$ cat config.mk
export PLATFORM = sky130hd
export DESIGN_NAME = ahb_resp_mux_n
export DESIGN_NICKNAME = d
export VERILOG_FILES = /design/src/rtl/ahb_resp_mux_n.sv
export SDC_FILE = /design/constraint.sdc
export NUM_CORES = 1
export LEC_CHECK = 0
export CORE_AREA = 2 2 341 343
export CTS_BUF_LIST = sky130_fd_sc_hd__clkbuf_4 sky130_fd_sc_hd__clkbuf_8 sky130_fd_sc_hd__clkbuf_16
export CTS_CLUSTER_SIZE = 20
export DETAILED_ROUTE_END_ITERATION = 7
export DIE_AREA = 0 0 343 345
export PLACE_DENSITY_LB_ADDON = 0.15
export SYNTH_ARGS = -nofsm -noshare
export SYNTH_HDL_FRONTEND = slang
export SYNTH_SLANG_ARGS = --single-unit
$ cat constraint.sdc
create_clock -name HCLK -period 2.4 [get_ports HCLK]
set_input_delay 0.36 -clock HCLK [delete_from_list [all_inputs] [get_ports HCLK]]
set_output_delay 0.36 -clock HCLK [all_outputs]
set_load 0.02 [all_outputs]
$ cat src/rtl/ahb_resp_mux_n.sv
`default_nettype none
// ============================================================================
// Module      : ahb_resp_mux_n
// Description : AHB-Lite data-phase response multiplexer. Registers the
//               address-phase slave select on each HREADY-qualified edge, holds
//               it through the data phase, and AND-OR muxes read data, ready and
//               response from NSLV slaves onto the master side. A built-in
//               default slave answers unmapped NONSEQ/SEQ accesses with a
//               two-cycle ERROR, and non-one-hot selects raise a one-cycle flag.
// Revision    : 1.0 - initial release
// ----------------------------------------------------------------------------
// Ports
//   HCLK           in   1        system clock
//   HRESETn        in   1        asynchronous active-low reset
//   hsel_vec       in   NSLV     address-phase slave selects (bit i = slave i)
//   htrans         in   2        address-phase HTRANS from the master
//   slv_hrdata     in   NSLV*DW  flattened slave read data, slave i at [i*DW +: DW]
//   slv_hreadyout  in   NSLV     per-slave HREADYOUT
//   slv_hresp      in   NSLV     per-slave HRESP (1 = ERROR)
//   hrdata         out  DW       muxed read data
//   hready         out  1        muxed HREADY to the master and all slaves
//   hresp          out  1        muxed HRESP
//   onehot_err     out  1        one-cycle pulse on a non-one-hot capture
// ============================================================================
module ahb_resp_mux_n #(
    parameter int NSLV = 24,
    parameter int DW   = 32
) (
    input  logic               HCLK,
    input  logic               HRESETn,
    input  logic [NSLV-1:0]    hsel_vec,
    input  logic [1:0]         htrans,
    input  logic [NSLV*DW-1:0] slv_hrdata,
    input  logic [NSLV-1:0]    slv_hreadyout,
    input  logic [NSLV-1:0]    slv_hresp,
    output logic [DW-1:0]      hrdata,
    output logic               hready,
    output logic               hresp,
    output logic               onehot_err
);

    localparam logic [1:0] c_DS_IDLE = 2'd0;
    localparam logic [1:0] c_DS_ERR1 = 2'd1;
    localparam logic [1:0] c_DS_ERR2 = 2'd2;

    localparam logic [1:0] c_HTRANS_NONSEQ = 2'b10;
    localparam logic [1:0] c_HTRANS_SEQ    = 2'b11;

    logic [NSLV-1:0] r_dsel;
    logic [1:0]      r_ds_state;
    logic [1:0]      w_ds_next;
    logic            r_onehot_err;

    logic [NSLV-1:0] w_sel_pri;
    logic            w_multi_hot;
    logic            w_unmapped;

    // x & -x isolates the lowest set bit, giving lowest-index priority.
    assign w_sel_pri   = hsel_vec & (~hsel_vec + NSLV'(1));
    // Clearing the lowest set bit leaves something only if two or more were set.
    assign w_multi_hot = |(hsel_vec & (hsel_vec - NSLV'(1)));
    assign w_unmapped  = (hsel_vec == '0) &&
                         ((htrans == c_HTRANS_NONSEQ) || (htrans == c_HTRANS_SEQ));

    // Select / flag capture: only on edges where the bus is ready.
    always_ff @(posedge HCLK or negedge HRESETn) begin
        if (!HRESETn) begin
            r_dsel       <= '0;
            r_onehot_err <= 1'b0;
        end else begin
            if (hready) begin
                r_dsel <= w_sel_pri;
            end
            r_onehot_err <= hready & w_multi_hot;
        end
    end

    always_ff @(posedge HCLK or negedge HRESETn) begin
        if (!HRESETn) begin
            r_ds_state <= c_DS_IDLE;
        end else begin
            r_ds_state <= w_ds_next;
        end
    end

    // ERR1 advances regardless of hready (it is the wait cycle it creates);
    // IDLE only moves on a real capture; ERR2 always has hready = 1.
    always_comb begin
        w_ds_next = r_ds_state;
        case (r_ds_state)
            c_DS_IDLE: begin
                if (hready && w_unmapped) begin
                    w_ds_next = c_DS_ERR1;
                end
            end
            c_DS_ERR1: w_ds_next = c_DS_ERR2;
            c_DS_ERR2: w_ds_next = w_unmapped ? c_DS_ERR1 : c_DS_IDLE;
            default:   w_ds_next = c_DS_IDLE;
        endcase
    end

    // Output mux driven purely from registered state and slave responses.
    // A non-zero dsel and a non-idle default slave never coexist.
    always_comb begin
        hrdata = '0;
        for (int i = 0; i < NSLV; i++) begin
            hrdata = hrdata | (slv_hrdata[i*DW +: DW] & {DW{r_dsel[i]}});
        end

        if (r_dsel != '0) begin
            hready = |(r_dsel & slv_hreadyout);
        end else if (r_ds_state == c_DS_ERR1) begin
            hready = 1'b0;
        end else begin
            hready = 1'b1;
        end

        hresp = (|(r_dsel & slv_hresp)) ||
                (r_ds_state == c_DS_ERR1) || (r_ds_state == c_DS_ERR2);
    end

    assign onehot_err = r_onehot_err;

endmodule
`default_nettype wire

==> results.py, run 1 <==
metrics = {
    "route": {
        "post_drt_via_cell_ratio": 3.84,
        "final_antenna_net_count": 0,
        "vias": 13300,
        "wire_per_inst_um": 35.9,
        "drcViolationCount": 0,
        "drt-pass1-iter-count": 5,
        "drt_iter0_markers": 937,
        "wl_um": 124000,
    },
    "clock_tree": {
        "insertion_delay_ns": 0.27,
        "path_clk_slew_ns": 0.08,
        "cts_root_buf": "clkbuf_16",
        "htree_num_levels": 1,
        "cts_sinks": 27,
        "clk_path_buf_depth": 2,
        "cts_tree": "done",
        "cts_made_buffers": 3,
    },
    "synthesis": {
        "ys_seq_elements": 27,
        "synth.largest_area_cell": "a22oi_1",
        "synth_edf_count": 0,
        "ys_top_cells_by_area": "a22oi_1 (34%), dfrtp_1 (12%), a221oi_1 (11%)",
        "syn_area_mm2": 0.00587,
        "synth_top_area_share": 0.337,
        "synthArstFlopShare": 1.00,
        "yosysSeqAreaShare": 0.115,
        "netlist_instances": 811,
        "synth_cell_type_count": 47,
        "yosysWarnings": 0,
        "synth_fp_nets": 1655,
        "avgSynthCellArea_um2": 7.24,
        "synthFlopType": "dfrtp_1",
    },
    "power_and_ir_drop": {
        "p_int_w": 0.00528,
        "clock_power_share": 0.042,
        "seq_power_share": 0.061,
        "p_sw_w": 0.00464,
        "p_sw_frac": 0.468,
        "combinationalPowerShare": 0.897,
        "leakagePower_nw": 7.61,
        "powerDensity_mw_per_mm2": 465,
        "peakVddDrop_uv": 307,
    },
    "sta": {
        "fin_setup_tns_ns": -8.89,
        "layout_setup_ws_ns": -0.469,
        "rsz0062_at_grt": "yes",
        "clock_skew_ns": 0.00490,
        "worst_pin_slew_ns": 0.478,
        "clock.fmax_mhz": 349,
        "slew_headroom": 0.680,
        "finalCriticalPeriod_ns": 2.87,
        "maxSlewViolCount": 0,
        "finalSetupViolCount": 54,
        "fin_crit_sh": 1.20,
        "hold_viol_final": 0,
    },
    "placed_design": {
        "dpl_cell_area_mm2": 0.0185,
        "dp_hpwl_um": 107000,
        "portBuffers": 877,
        "gp_congestion": 0.936,
    },
    "critical_path": {
        "crit_arrival_ns": 2.51,
        "rrSetupSlack_ns": -0.13,
        "regToRegStartpoint": "r_dsel[17]",
        "start_kind": "flop",
        "critPathRequiredTime_ns": 2.04,
        "slowest_delay_ns": 0.51,
        "crit_path_end_kind": "output pin",
        "cpMaxStageDelayCell": "dfrtp_4",
        "cpMostUsedCell": "buf_6",
        "reg2regPathDepth": 9,
        "path_depth": 9,
        "cp_top_family": "buffers and inverters",
        "worst-path-buf-inv": 5,
        "critPathKind": "flop to output pin",
        "critical_path.cell_chain": "buf_12 -> buf_6 -> a22oi_2 -> nand4_1 -> buf_6 -> nor2_4 -> buf_6 -> nand4_1 -> buf_4",
        "cp_max_fo": 6,
        "r2r-end": "r_dsel[0]",
    },
    "layout": {
        "nFillCells": 12900,
        "nets": 2767,
        "seq_area_um2": 736,
        "multiInputGateArea_mm2": 0.00605,
        "layout-drive-gt1-share": 0.308,
        "finalInstanceArea_mm2": 0.0213,
        "area_growth_pct": 263,
    },
    "global_route": {
        "track_usage": 0.199,
        "grt_pass1_vias": 14200,
        "grt.overflow.total": 0,
        "grt_max_degree": 28,
        "grt_pass1_wl_um": 153000,
        "antenna_found_initial": 81,
    },
    "floorplanning": {
        "pin_count": 879,
        "rows": 125,
        "chipHeight_um": 345,
        "fp.coreArea_mm2": 0.115,
        "die_x_um": 343,
        "die_area_mm2": 0.118,
        "initial_core_util": 0.0510,
    },
    "job": {
        "maxCapViolCount": 0,
    },
    "outcome": {
        "failed_checks": "negative setup slack",
        "outcome": "finished, violations left",
    },
    "hold_path": {
        "min_path_type": "input port to asynchronous set/reset pin",
    },
}
-- synth_stat cells (2+ instances only) --
cell type / number
a2111oi_0: 3
dfrtp_1: 27
nand4_1: 73
buf_1: 16
a22o_1: 72
nor3_1: 3
nand3b_1: 2
nand3_1: 44
buf_2: 4
nor2b_1: 3
nand4b_1: 3
inv_1: 24
or4_1: 2
nor4_1: 10
a211oi_1: 2
o21ai_0: 18
nand2_1: 5
maj3_1: 2
a22oi_1: 264
mux2_2: 3
a221oi_1: 72
or4_4: 2
clkbuf_1: 81
nor2_1: 47
a21oi_1: 4
and3_1: 2
o21ai_1: 3
-- metrics by stage --
step / cells / hold WS, ns / util / total power (W) / setup WS [ns]
2_1_floorplan: 811 / 0.0644 / - / 0.00247 / 0.275
3_3_place_gp: 3366 / 0.566 / 0.161 / 0.00795 / -1.23
3_5_place_dp: 3366 / 0.566 / 0.161 / 0.00789 / -1.16
4_1_cts: 3433 / 0.532 / 0.179 / 0.00996 / -0.455
5_1_grt: 3454 / 0.544 / 0.185 / 0.0104 / -0.475
6_report: 3463 / 0.491 / 0.185 / 0.00991 / -0.469
-- cell type report --
class                      count  area share
timing repair buffer        1209       0.582
multi-input combinational    658       0.284
tap                         1524      0.0894
sequential                    27      0.0345
inverter                      24     0.00423
clock buffer                   4     0.00387
antenna                       17     0.00200
-- cell usage in the layout (no fill, tap or decap), types with 3 or more instances in the layout --
master / synthesis / final
a21oi_1: 4 / 4
nand4b_1: 3 / 3
clkdlybuf4s50_1: 0 / 832
buf_6: 1 / 88
nand2_1: 5 / 5
dfrtp_4: 0 / 12
a221oi_1: 72 / 34
a22o_1: 72 / 67
or4_4: 2 / 3
o21ai_2: 0 / 6
inv_1: 24 / 24
buf_8: 0 / 22
dlymetal6s2s_1: 0 / 8
dfrtp_1: 27 / 3
nor4_4: 1 / 5
a22oi_2: 0 / 57
nand3_2: 0 / 17
mux2_4: 0 / 3
a221oi_2: 0 / 29
nand4_1: 73 / 73
a221oi_4: 0 / 9
clkbuf_16: 0 / 4
a22o_4: 0 / 5
nor2b_1: 3 / 3
o21ai_1: 3 / 14
nor2_4: 1 / 26
buf_12: 0 / 54
nor2_2: 0 / 6
dlygate4sd2_1: 0 / 3
nand3_1: 44 / 12
nand3_4: 0 / 15
buf_4: 0 / 200
nor4_2: 0 / 4
dfrtp_2: 0 / 12
a22oi_1: 264 / 207
nor2_1: 47 / 16
diode_2: 0 / 17
-- how the worst max path moves through the flow --
stage                     from          to  slack [ns]
5_1_grt              r_dsel[8]  hrdata[25]       -0.47
2_1_floorplan      hsel_vec[3]  onehot_err        0.27
4_1_cts             r_dsel[11]  hrdata[28]       -0.45
3_3_place_gp   slv_hrdata[233]   hrdata[9]       -1.23
3_5_place_dp   slv_hrdata[233]   hrdata[9]       -1.16
6_report            r_dsel[10]  hrdata[17]       -0.47
-- layer usage --
metal / routed length, um / part of all wire / GRT usage
met5: 250 / 0.0020 / 0
met4: 2760 / 0.022 / 0.0486
met3: 10000 / 0.081 / 0.0571
met2: 61100 / 0.49 / 0.349
met1: 50100 / 0.40 / 0.236
-- sequential cells by signal, indices dropped and copies added, names as in the netlist --
register	flops
r_dsel	24
r_ds_state	2
onehot_err	1
-- power groups by stage --
| stage | sequential [W] | combinational (W) | clock, W |
|---|---|---|---|
| after detailed placement | 0.000649 | 0.00724 | 0 |
| after floorplan | 0.000520 | 0.00195 | 0 |
| after global routing | 0.000612 | 0.00935 | 0.000441 |
| after CTS | 0.000609 | 0.00892 | 0.000430 |
| final | 0.000604 | 0.00889 | 0.000421 |
| after global placement | 0.000650 | 0.00730 | 0 |
-- timing repair --
item,in CTS,in global routing
hold buffers,0,0
setup buffers,66,29
gates cloned,5,1
endpoints found under the setup margin,57,60
resized for setup,476,131
pin swaps,121,94
-- cells by family (layout without fill, tap and decap cells) --
logic type | after synthesis | count (layout) | share of synthesized area
compound gates | 448 | 448 | 0.597
fa+ha+maj | 2 | 2 | 0.00341
buf+inv | 126 | 1237 | 0.0827
flops | 27 | 27 | 0.115
mux | 3 | 3 | 0.00575
other cells | 0 | 17 | 0
simple gates | 205 | 205 | 0.196
(Power assumes the default switching activity.)
==> inputs of run 2 (changes only) <==
SLEW_MARGIN = 5   (was unset)
==> results of run 2 <==
No change in the layout: final DEF, timing and power equal those of run 1.
==> RTL edit 1, RTL diff (settings of run 1) <==
Set the parameter `DW` to 36 (it was 32).
--- a/src/rtl/ahb_resp_mux_n.sv
+++ b/src/rtl/ahb_resp_mux_n.sv
@@ -25,5 +25,5 @@
 module ahb_resp_mux_n #(
     parameter int NSLV = 24,
-    parameter int DW   = 32
+    parameter int DW   = 36
 ) (
     input  logic               HCLK,
Ports: changed (resized hrdata and slv_hrdata); port bits go from 879 to 979. The function was not compared with the original's and may differ.
==> RTL edit 1 against run 1 <==
- the run still ends with negative setup slack left
- area after synthesis is 7.5% higher
- power is 12% higher
- wire length is 14% higher
- cell area is 8.4% higher
- critical path depth stayed put
- register-to-register slack worse by 0.18 ns
- worst setup slack worse by 0.019 ns
- sequential cell count stayed put
- highest routed layer unchanged
==> RTL edit 1: results (changes against run 1) <==
Parameter                              Value

Timing
  Post-route worst setup slack    -0.488 ns (-0.0189 ns)
  Clock skew    0.0108 ns (+0.00594 ns)
  Final setup violation count    64 (+19%)

Critical path
  Worst reg2reg path startpoint    r_dsel[1]
  Worst R2R Path Depth    8 (-1)
  Slack of the worst reg-to-reg path    -0.31 ns (-0.18 ns)
  Crit Path Max Fanout    7 (+1)
  Capturing instance or port of the critical path    hrdata[16]

Detailed routing
  Total Wirelength    141000 um (+14%)
  Violation count after the first detailed-route iteration    1061 (+13%)
  Total number of vias    15066 (+13%)

Synthesis
  Multiplexer area fraction after synthesis    0.00714 (+0.00138)
  Synth area leaders    a22oi_1 35%, a221oi_1 11%, a22o_1 11%
  Top post-synthesis cells by count    297 x a22oi_1, 80 x a221oi_1, 80 x a22o_1
  Total nets after synthesis    1815 (+9.7%)
  Distinct cell type count of the synthesized netlist    44 (-6.4%)
  Compound-gate portion of the synthesized area    0.613 (+0.0160)

GRT
  Number of antenna violations at the first check in global routing    100 (+23%)
  Number of global-route vias before repair    16092 (+13%)
  First-pass GRT wire length    175000 um (+14%)

Power and ir drop
  Static leakage    8.25 nW (+8.3%)
  Worst-case vdd ir drop    0.514 mV (+68%)

Outcome
  Outcome    complete, but fails checks
  Violations in the final reports    negative setup slack

Finish
  Share of final-layout standard cells stronger than drive strength 1    0.297 (-0.0107)
  Final net count    3063 (+11%)
  Post-route insts no fill    3663 (+5.8%)

Place
  Buffers on Ports    977 (+11%)
  Post-Place Cells    3567 (+6.0%)
## RTL edit 1: cell types whose count changed in the layout (fill, tap and decap cells not counted), moves of 6 or more
cell	run 1	this run
dlymetal6s2s_1	8	0
dfrtp_2	12	4
o21ai_2	6	16
dfrtp_4	12	20
buf_6	88	112
a22oi_1	207	254
nand4_1	73	79
a22oi_2	57	43
clkdlybuf4s50_1	832	939
o21ai_1	14	2
buf_4	200	221
buf_8	22	9
## RTL edit 1: critical path, cell delays in order (launching register included)
cell,delay (ns)
dfrtp_4,0.59
buf_8,0.18
buf_6,0.11
a22o_1,0.18
a221oi_2,0.21
nand3_2,0.16
buf_6,0.18
nor2_4,0.11
nand4_1,0.27
buf_6,0.25
## RTL edit 1: layout make-up
class,instances,area [um2]
fill,12850,92000
tap,1524,1910
clock buffer,4,82.6
sequential,27,756
antenna,17,42.5
inverter,24,90.1
timing repair buffer,1345,13700
multi-input combinational,722,6500
## RTL edit 1: repair_timing
| item | 4_1_cts | 5_1_grt |
|---|---|---|
| setup buffers | 70 | 28 |
| gates resized for setup | 515 | 106 |
| cloned | 7 | 1 |
| setup endpoints to repair | 64 | 64 |
| pin swaps | 105 | 87 |
## RTL edit 1: where the power goes
part	internal [mW]	leakage (nW)	switching, mW	total [mW]
Sequential	0.513	0.326	0.137	0.651
Combinational	5.11	7.88	4.88	9.99
Clock	0.241	0.0417	0.195	0.436
## RTL edit 1: worst min-delay path by stage
stage | end | depth (start not counted) | slack, ns
2_1_floorplan | onehot_err | 0 | 0.06
3_3_place_gp | r_ds_state[1] | 1 | 0.59
3_5_place_dp | r_ds_state[1] | 1 | 0.58
4_1_cts | r_dsel[20] | 2 | 0.53
5_1_grt | onehot_err | 2 | 0.55
6_report | onehot_err | 2 | 0.50
## RTL edit 1: cells by family after synthesis
family / Yosys count
buf+inv: 126
compound gates: 495
fa+ha+maj: 2
mux: 4
flops: 27
simple gates: 221
## RTL edit 1: stage by stage
step | area [um2] | hold slack [ns] | setup slack, ns | TNS [ns]
floorplan | 6310 | 0.0644 | 0.201 | 0
global placement | 20400 | 0.589 | -1.33 | -42.76
detailed placement | 20400 | 0.584 | -1.28 | -40.95
CTS | 22500 | 0.530 | -0.525 | -17.86
global route | 23100 | 0.552 | -0.528 | -20.32
finish | 23100 | 0.498 | -0.488 | -15.62
## RTL edit 1: routing by layer
metal / GRT usage / part of all wire
met1: 0.274 / 0.41
met2: 0.419 / 0.51
met3: 0.0469 / 0.067
met4: 0.0210 / 0.018
met5: 0 / 0.0015
==> RTL edit 2, RTL diff (config.mk and constraints of run 1) <==
Made on the original files. Put one more register stage on the output `onehot_err`. The value now appears one clock later. The other outputs are not delayed to match. Comments in the files are not updated.
--- a/src/rtl/ahb_resp_mux_n.sv
+++ b/src/rtl/ahb_resp_mux_n.sv
@@ -120,5 +120,7 @@
     end
 
-    assign onehot_err = r_onehot_err;
+    always_ff @(posedge HCLK) begin
+        onehot_err <= r_onehot_err;
+    end
 
 endmodule
Function: changed (a bounded check fails within 4 cycles, from zero or initial values and one cycle with HRESETn low).
==> RTL edit 2 against run 1 <==
- the flow still finishes with violations (negative setup slack)
- hold slack worse by 0.13 ns
- critical path depth decreased by 1
- sequential cell count rose by 1
- synthesized cell count is 0.12% higher
- area after synthesis increased by 0.34%
- cell area increased by 0.53%
- sequential power up 2%
- cell count increased by 0.38%
- wire length up 1.5%
- register-to-register slack got worse by 0.16 ns
- power is 5.5% higher
- die area unchanged
- worst setup slack better by 0.10 ns
- critical endpoint is now hrdata[14]
- largest power group unchanged
==> RTL edit 2: results (changes against run 1) <==
Parameter                              Value

GRT
  Number of antenna violations at the first check in global routing    90 (+11%)
  First-pass GRT wire length    157000 um (+2.7%)
  Number of global-route vias before repair    14669 (+3.1%)
  Total global-route track usage    0.203 (+0.00419)
  Largest net degree at the start of global routing    28 (unchanged)

Place
  Weighted congestion reported at the end of routability-driven placement    0.905 (-3.2%)
  Total placed instance area    18700 um2 (+0.88%)
  Post-Place Cells    3381 (+0.45%)
  Buffers on Ports    877 (unchanged)
  HPWL after detailed placement    110000 um (+3.0%)

Timing
  Slew of the pin with the lowest slew margin    0.632 ns (+0.153 ns)
  Max frequency    0.362 GHz (+3.8%)
  Clock skew    0.00595 ns (+0.00105 ns)
  Post-route worst setup slack    -0.365 ns (+0.104 ns)
  Final setup violation count    60 (+11%)

Clock tree
  Clk buf depth    2 (unchanged)
  H-tree depth    1 (unchanged)
  Skew-Pair Late Insertion Delay    0.27 ns (about the same)
  Register clock-pin slew on the reported worst setup and hold paths    0.08 ns (about the same)
  Clk Tree Root Cell    clkbuf_16
  Number of buffers created by CTS    3 (unchanged)

Power and ir drop
  Worst-case vdd ir drop    0.378 mV (+23%)
  Static leakage    7.55 nW (-0.85%)

Synthesis
  Total nets after synthesis    1656 (+0.060%)
  Proportion of synthesized flip-flops having asynchronous set or reset    0.964 (-0.0357)
  Top post-synthesis cells by count    264 x a22oi_1, 81 x clkbuf_1, 73 x nand4_1
  Parity-gate share of the synthesized area counting xor and xnor cells    0 (unchanged)
  Yosys Warn Count    0 (unchanged)
  Compound-gate portion of the synthesized area    0.595 (-0.00203)
  Multiplexer area fraction after synthesis    0.00573 (-0.0000195)
  Distinct cell type count of the synthesized netlist    48 (+2.1%)
  Adder-Cell Fraction of Synth Area    0.00340 (-0.0000116)
  Synthesized instance count    812 (+0.12%)
  Fraction of the yosys area taken by sequential cells    0.118 (+0.00301)
  Flip-flop cell with the highest count after synthesis    dfrtp_1
  Synth area leaders    a22oi_1 34%, dfrtp_1 11%, a221oi_1 11%

Finish
  Final net count    2773 (+0.22%)
  Post-route insts no fill    3476 (+0.38%)
  Share of final-layout standard cells stronger than drive strength 1    0.314 (+0.00630)
  Largest registers    r_dsel (24), r_ds_state (2)

Outcome
  Violations in the final reports    negative setup slack
  Outcome    complete, but fails checks

Detailed routing
  Length of the first detailed-routing pass in iterations    5 (unchanged)
  Average wire per standard cell    36.3 um (+1.1%)
  Violation count after the first detailed-route iteration    997 (+6.4%)
  Vias per inst    3.91 (+1.7%)

Min path
  Class of the tightest hold or removal check    reg2reg

Critical path
  Worst EP arrival    2.40 ns (-0.11 ns)
  Crit Path Max Fanout    6 (unchanged)
RTL edit 2: cells by family after synthesis:
group / Yosys count
AO/OA/AOI/OAI: 448
buffers and inverters: 126
multiplexers: 3
AND/OR/NAND/NOR: 205
adder cells (fa/ha/maj): 2
flip-flops: 28
RTL edit 2: worst paths after layout:
| kind | slack (ns) | cells past startpoint | endpoint | start |
|---|---|---|---|---|
| hold reg to reg | 0.36 | 0 | onehot_err | r_onehot_err |
| max in group asynchronous | 1.56 | 2 | r_dsel[20] | HRESETn |
| setup reg to reg | -0.29 | 12 | r_dsel[0] | r_dsel[2] |
| hold / removal | 0.36 | 0 | onehot_err | r_onehot_err |
| setup / recovery | -0.36 | 8 | hrdata[14] | r_dsel[2] |
| min in group asynchronous | 0.48 | 2 | r_dsel[0] | HRESETn |
RTL edit 2: layout make-up:
class / count / area (um2)
Inverter: 24 / 90.1
Tap cell: 1524 / 1910
Multi-Input combinational cell: 658 / 5970
Antenna cell: 24 / 60.1
Timing Repair Buffer: 1214 / 12600
Clock buffer: 4 / 88.8
Sequential cell: 28 / 756
Fill cell: 13007 / 93700
RTL edit 2: what timing repair did:
action	in CTS	in global routing
resized for setup	495	90
pin swaps	108	83
setup endpoints to repair	60	60
endpoints found under the hold margin	0	0
cloned	6	0
setup buffers	58	29
RTL edit 2: critical path: stages, from the launching register on:
cell and delay, ns:
dfrtp_4 0.58, buf_4 0.17, buf_6 0.12, a22oi_2 0.25
nand4_1 0.22, nor2_4 0.27, buf_4 0.17, nand4_1 0.13
buf_2 0.20
RTL edit 2: report_power, final:
part	switching, mW	internal (mW)	leakage (nW)	total (mW)
Sequential	0.0814	0.532	0.336	0.614
Combinational	4.50	4.91	7.17	9.41
Clock	0.187	0.257	0.0443	0.444
RTL edit 2: metal layers:
| layer | wire length, um | share of wire | vias up | global-route usage |
|---|---|---|---|---|
| li1 | - | - | 5805 | - |
| met1 | 51600 | 0.41 | 6780 | 0.245 |
| met2 | 61200 | 0.49 | 779 | 0.357 |
| met3 | 10600 | 0.084 | 163 | 0.0640 |
| met4 | 2190 | 0.017 | 62 | 0.0274 |
| met5 | 383 | 0.0030 | - | 0 |
RTL edit 2: per-stage QoR:
step                      worst slack [ns]   util  setup TNS, ns
after detailed placement             -1.04  0.163         -31.44
after global placement               -1.05  0.163         -30.93
final                               -0.365  0.186         -11.52
after floorplan                      0.275      -              0
after CTS                           -0.392  0.181         -13.00
after global routing                -0.414  0.186         -15.39
